## src/rtl/mult_array_stream.sv

```systemverilog
// mult_array_stream: streams the outer product of a feature vector and a
// weight vector. It produces one signed product per beat in row-major order
// (j inner, i outer). Each beat carries its indices and row/frame-last flags.
//
// Optional feature: define MULT_ARRAY_STREAM_ACC_EN to build a per-row
// accumulator. On every out_row_last beat, out_acc then holds that row's dot
// product. Without the macro, out_acc is tied to zero.
module mult_array_stream #(
  parameter  int N_FEAT  = 32,
  parameter  int N_WGT   = 34,
  parameter  int DW      = 8,
  parameter  int LATENCY = 2,
  localparam int PW      = 2 * DW,
  localparam int IW      = $clog2(N_FEAT),
  localparam int JW      = $clog2(N_WGT),
  localparam int AW      = PW + JW
) (
  input  logic                 clk,
  input  logic                 rst,
  input  logic                 in_valid,
  output logic                 in_ready,
  input  logic [N_FEAT*DW-1:0] feature,
  input  logic [N_WGT*DW-1:0]  weight,
  output logic                 out_valid,
  input  logic                 out_ready,
  output logic [PW-1:0]        out_product,
  output logic [IW-1:0]        out_i,
  output logic [JW-1:0]        out_j,
  output logic                 out_row_last,
  output logic                 out_last,
  output logic [AW-1:0]        out_acc
);

  typedef enum logic [1:0] {
    S_IDLE,
    S_RUN,
    S_DRAIN
  } state_t;

  // One pipeline slot: a product plus the sideband that travels with it.
  typedef struct packed {
    logic                 valid;
    logic signed [PW-1:0] prod;
    logic [IW-1:0]        i;
    logic [JW-1:0]        j;
    logic                 row_last;
    logic                 last;
  } beat_t;

  localparam logic [IW-1:0] I_MAX = IW'(N_FEAT - 1);
  localparam logic [JW-1:0] J_MAX = JW'(N_WGT - 1);

  state_t                state_q;
  logic                  in_ready_q;
  logic [IW-1:0]         i_q;
  logic [JW-1:0]         j_q;
  logic [N_FEAT*DW-1:0]  feature_q;
  logic [N_WGT*DW-1:0]   weight_q;
  beat_t                 pipe_q [LATENCY];
  beat_t                 out_q;
  beat_t                 issue_d;

  logic                  pipe_en;
  logic                  last_pair;
  logic                  out_fire;
  logic signed [DW-1:0]  f_sel;
  logic signed [DW-1:0]  w_sel;

  // The whole pipeline advances unless a valid output beat is being refused.
  assign pipe_en   = !(out_q.valid && !out_ready);
  assign last_pair = (i_q == I_MAX) && (j_q == J_MAX);
  assign out_fire  = out_q.valid && out_ready;

  assign f_sel = feature_q[DW*i_q +: DW];
  assign w_sel = weight_q[DW*j_q +: DW];

  // Build the beat for the current (i,j); it is a bubble unless running.
  always_comb begin
    // NOTE: default every field first so no path leaves a latch behind.
    issue_d          = '0;
    issue_d.valid    = (state_q == S_RUN);
    issue_d.prod     = PW'(f_sel) * PW'(w_sel);
    issue_d.i        = i_q;
    issue_d.j        = j_q;
    issue_d.row_last = (j_q == J_MAX);
    issue_d.last     = last_pair;
  end

  // Control FSM with index counters and the registered in_ready.
  always_ff @(posedge clk) begin
    // NOTE: state uses non-blocking assignments so every register samples pre-edge values.
    if (rst) begin
      state_q    <= S_IDLE;
      in_ready_q <= 1'b1;
      i_q        <= '0;
      j_q        <= '0;
    end else begin
      case (state_q)
        S_IDLE: begin
          if (in_valid) begin
            state_q    <= S_RUN;
            in_ready_q <= 1'b0;
            i_q        <= '0;
            j_q        <= '0;
          end
        end
        S_RUN: begin
          if (pipe_en) begin
            if (last_pair) begin
              state_q <= S_DRAIN;
              i_q     <= '0;
              j_q     <= '0;
            end else if (j_q == J_MAX) begin
              j_q <= '0;
              i_q <= i_q + 1'b1;
            end else begin
              j_q <= j_q + 1'b1;
            end
          end
        end
        S_DRAIN: begin
          if (out_fire && out_q.last) begin
            state_q    <= S_IDLE;
            in_ready_q <= 1'b1;
          end
        end
        default: begin
          state_q    <= S_IDLE;
          in_ready_q <= 1'b1;
        end
      endcase
    end
  end

  // Capture the operand vectors on acceptance; they are frozen until the next one.
  always_ff @(posedge clk) begin
    // NOTE: operand storage has no reset; it is always written before it is read.
    if (!rst && in_valid && in_ready_q) begin
      feature_q <= feature;
      weight_q  <= weight;
    end
  end

  // Multiplier pipeline and output register; they stall together as one unit.
  always_ff @(posedge clk) begin
    if (rst) begin
      for (int s = 0; s < LATENCY; s++) begin
        pipe_q[s].valid <= 1'b0;
      end
      out_q <= '0;
    end else if (pipe_en) begin
      pipe_q[0] <= issue_d;
      for (int s = 1; s < LATENCY; s++) begin
        pipe_q[s] <= pipe_q[s-1];
      end
      if (pipe_q[LATENCY-1].valid) begin
        out_q <= pipe_q[LATENCY-1];
      end else begin
        out_q.valid <= 1'b0;
      end
    end
  end

`ifdef MULT_ARRAY_STREAM_ACC_EN
  logic signed [AW-1:0] acc_q;
  logic                 row_start_q;

  // Row accumulator. It moves only when a new beat enters the output register,
  // which happens only after the previous beat has been handshaken.
  always_ff @(posedge clk) begin
    if (rst) begin
      acc_q       <= '0;
      row_start_q <= 1'b1;
    end else if (pipe_en && pipe_q[LATENCY-1].valid) begin
      acc_q       <= (row_start_q ? '0 : acc_q) + AW'($signed(pipe_q[LATENCY-1].prod));
      row_start_q <= pipe_q[LATENCY-1].row_last;
    end
  end

  assign out_acc = acc_q;
`else
  assign out_acc = '0;
`endif

  assign in_ready     = in_ready_q;
  assign out_valid    = out_q.valid;
  assign out_product  = out_q.prod;
  assign out_i        = out_q.i;
  assign out_j        = out_q.j;
  assign out_row_last = out_q.row_last;
  assign out_last     = out_q.last;

endmodule

```

## config.mk

```make
export PLATFORM = sky130hd
export DESIGN_NAME = mult_array_stream
export DESIGN_NICKNAME = d
export VERILOG_FILES = /design/src/rtl/mult_array_stream.sv
export SDC_FILE = /design/constraint.sdc
export NUM_CORES = 1
export LEC_CHECK = 0
export ABC_CLOCK_PERIOD_IN_PS = 15800
export CORE_UTILIZATION = 46
export DETAILED_ROUTE_END_ITERATION = 7
export PLACE_DENSITY = 0.77
export SETUP_SLACK_MARGIN = 0.3
export SLEW_MARGIN = 40
export SYNTH_ARGS = -nofsm -noshare
export SYNTH_HDL_FRONTEND = slang
export SYNTH_SLANG_ARGS = --single-unit
```

## constraint.sdc

```tcl
create_clock -name clk -period 15.8 [get_ports clk]
set_input_delay 3.16 -clock clk [delete_from_list [all_inputs] [get_ports clk]]
set_output_delay 3.16 -clock clk [all_outputs]
set_load 0.01 [all_outputs]
```

==> impl_metrics.env <==
export IMPL_status="complete, but fails checks"
export IMPL_violations="DRC"
export IMPL_max_slew_margin_pct=42.3
export IMPL_dp_hpwl_mm=49.2
export IMPL_viasPerCell=5.21
export IMPL_cts_setup_buffers=0
export IMPL_initial_utilization_pct=46.5
export IMPL_grt_usage_pct=22.7
export IMPL_drive_gt1_share_pct=13.4
export IMPL_n_fill_cell=4121
export IMPL_synth_area_mm2=0.0268
export IMPL_area_delta_synth_final_pct=31.8
export IMPL_ys_types=52
export IMPL_synthTopCellsByArea="edfxtp_1 66%, mux4_2 12%, fa_1 4.1%, dfxtp_1 3.3%, ha_1 1.5%"
export IMPL_setup_violations=0
export IMPL_rows=88
export IMPL_postCtsHoldBufs=0
export IMPL_crit_arrival_ps=7240
export IMPL_dieHeight_um=243
export IMPL_leakage_nw=11.9
export IMPL_async_reset_ff_share_pct=0
export IMPL_grt_pass1_vias=16000
export IMPL_finalMaxSlewViolations=0
export IMPL_fin_setup_tns_ps=0
export IMPL_htree_levels=3
export IMPL_nets=2674
export IMPL_min_period_over_period_pct=44.4
export IMPL_place_gp_congestion=0.908
export IMPL_wl_met1_mm=26.1
export IMPL_end_kind="register"
export IMPL_ant_nets=0
export IMPL_cts_sinks=632
export IMPL_worst_ep_required_time_ps=16030
export IMPL_final_setup_skew_ps=27.1
export IMPL_synth_top_cell_area_share_pct=66.0
export IMPL_fmax_mhz=143
export IMPL_die_area_mm2=0.0592
export IMPL_yosys_warnings=0
export IMPL_wl_per_cell_um=23.1
export IMPL_cts_tree="done"
export IMPL_synth_edf_count=588
export IMPL_cp_max_fo=103
export IMPL_grt_pass1_wl_mm=97.9
export IMPL_synth_top_area_cell="edfxtp_1"
export IMPL_layout_common_cells="588 x edfxtp_1, 562 x clkdlybuf4s50_1, 140 x mux4_2"
export IMPL_irDropWorstVdd_mv=0.104
export IMPL_first_pass_iters=7
export IMPL_clkTransAtPathRegs_ps=60
export IMPL_synth_top_flop_cell="edfxtp_1"
export IMPL_drv_cap=0
export IMPL_vias=15100
export IMPL_post_cts_resize_count=0
export IMPL_min_path_type="register to register"
export IMPL_dr_wl_met3_mm=4.13
export IMPL_die_w_um=243
export IMPL_dr_first_iter_drc_count=1200
export IMPL_tightestPinTransition_ps=866
export IMPL_final_area_mm2=0.0353
export IMPL_finalHoldViolations=0
export IMPL_critPathKind="input pin to register"
export IMPL_met2_length_mm=34.6
export IMPL_placed_area_mm2=0.0331
export IMPL_critPathLaunchType="input pin"
export IMPL_clock_latency_ps=610
export IMPL_synth_yosys_seq_area_share_pct=69.2
export IMPL_routed_wl_mm=66.9
export IMPL_pin_count=585
export IMPL_antenna_found_initial=20
export IMPL_clockBufferDepth=3
export IMPL_ys_seq_elements=632
export IMPL_synth_area_per_cell_um2=18.2
export IMPL_grt_overflow_total=0
export IMPL_highest_signal_layer="met5"
export IMPL_synthCells=1472
export IMPL_port_buffers=562
export IMPL_finalCriticalPeriod_ps=7010
export IMPL_cts_root_buf="clkbuf_16"
export IMPL_cts_buffers=68
export IMPL_grt_max_degree=173
export IMPL_core_area_mm2=0.0576
export IMPL_drc=4
export IMPL_p_per_area_mw_per_mm2=126
export IMPL_layout_commonest_cell="edfxtp_1"
export IMPL_rsz0062_at_grt="no"
-- cell type report --
class / instances / area [um^2] / area share [%]
diodes: 18 / 45.0 / 0.128
clock buffers: 90 / 1840 / 5.21
clock inverters: 33 / 259 / 0.734
inverters: 84 / 315 / 0.894
multi-input cells: 689 / 7470 / 21.2
flip-flops and latches: 632 / 18600 / 52.6
well taps: 765 / 957 / 2.71
repair buffers: 579 / 5840 / 16.5
-- metal layers --
metal | vias up | track usage, %
met5 | - | 0
met2 | 593 | 38.5
met4 | 6 | 9.42
met1 | 7546 | 28.1
met3 | 130 | 4.95
li1 | 6775 | -
-- critical path, stage by stage --
cell	delay, ps
clkdlybuf4s50_1	410
buf_4	260
and3b_4	870
buf_12	380
buf_16	390
buf_12	380
buf_16	420
buf_6	690
-- synth_stat cells, types with 5 or more instances --
master and number:
mux2i_4 7, clkbuf_1 26, nand2b_1 16, and2_1 48, xor2_1 7, a21oi_1 47, o211ai_1 8, nand2_1 84
and3_1 5, nor2_1 61, edfxtp_1 588, inv_1 84, o21ai_0 6, a31oi_1 5, nor2b_1 19, buf_6 8
xnor2_1 12, ha_1 33, buf_2 17, nand3_1 11, mux2i_1 24, or2_1 8, mux4_2 140, dfxtp_1 44
nor3_1 8, mux2_2 12, a22oi_1 15, fa_1 55, buf_4 32
-- final timing paths --
path,startpoint,to,depth (start not counted),slack [ps]
worst max-delay path,rst,weight_q[182]$_DFFE_PP_,8,8790
worst min-delay path,out_product[7]$_SDFFE_PP0P_,out_product[7]$_SDFFE_PP0P_,2,450
worst max register to register,j_q[0]$_SDFFE_PP0P_,pipe_q[0][28]$_DFFE_PP_,20,8920
worst min register to register,out_product[7]$_SDFFE_PP0P_,out_product[7]$_SDFFE_PP0P_,2,450
-- sequential cells by signal (all words and copies together), names as in the netlist --
name,count
out_i,5
pipe_q,60
j_q,6
out_row_last,1
feature_q,256
weight_q,272
state_q,2
in_ready,1
i_q,5
out_product,16
out_j,6
out_valid,1
out_last,1
-- where the power goes --
group | internal (mW) | total [mW] | switching [mW]
Sequential | 1.95 | 1.98 | 0.0332
Clock | 0.846 | 1.49 | 0.645
Combinational | 0.479 | 0.955 | 0.475
Total | 3.28 | 4.43 | 1.15
-- stage by stage --
stage / instances / power, mW / hold WS, ps / setup slack, ps / utilization, %
global route: 2888 / 4.65 / 474 / 8560 / 61.3
finish: 2890 / 4.43 / 454 / 8790 / 61.3
detailed placement: 2747 / 2.97 / 451 / 8390 / 57.4
CTS: 2870 / 4.47 / 459 / 8650 / 61.1
global placement: 2747 / 2.94 / 446 / 8270 / 57.4
floorplan: 1493 / 2.68 / 471 / 5440 / -
-- cell families after synthesis --
group	after synthesis	synth area share (%)
simple gates	272	4.98
compound gates	104	2.41
fa+ha+maj	88	5.66
other cells	1	0.0140
flops	632	69.2
xor+xnor	19	0.622
mux	184	13.9
buf+inv	172	3.21
No activity file was read; power rests on OpenSTA's default activity.
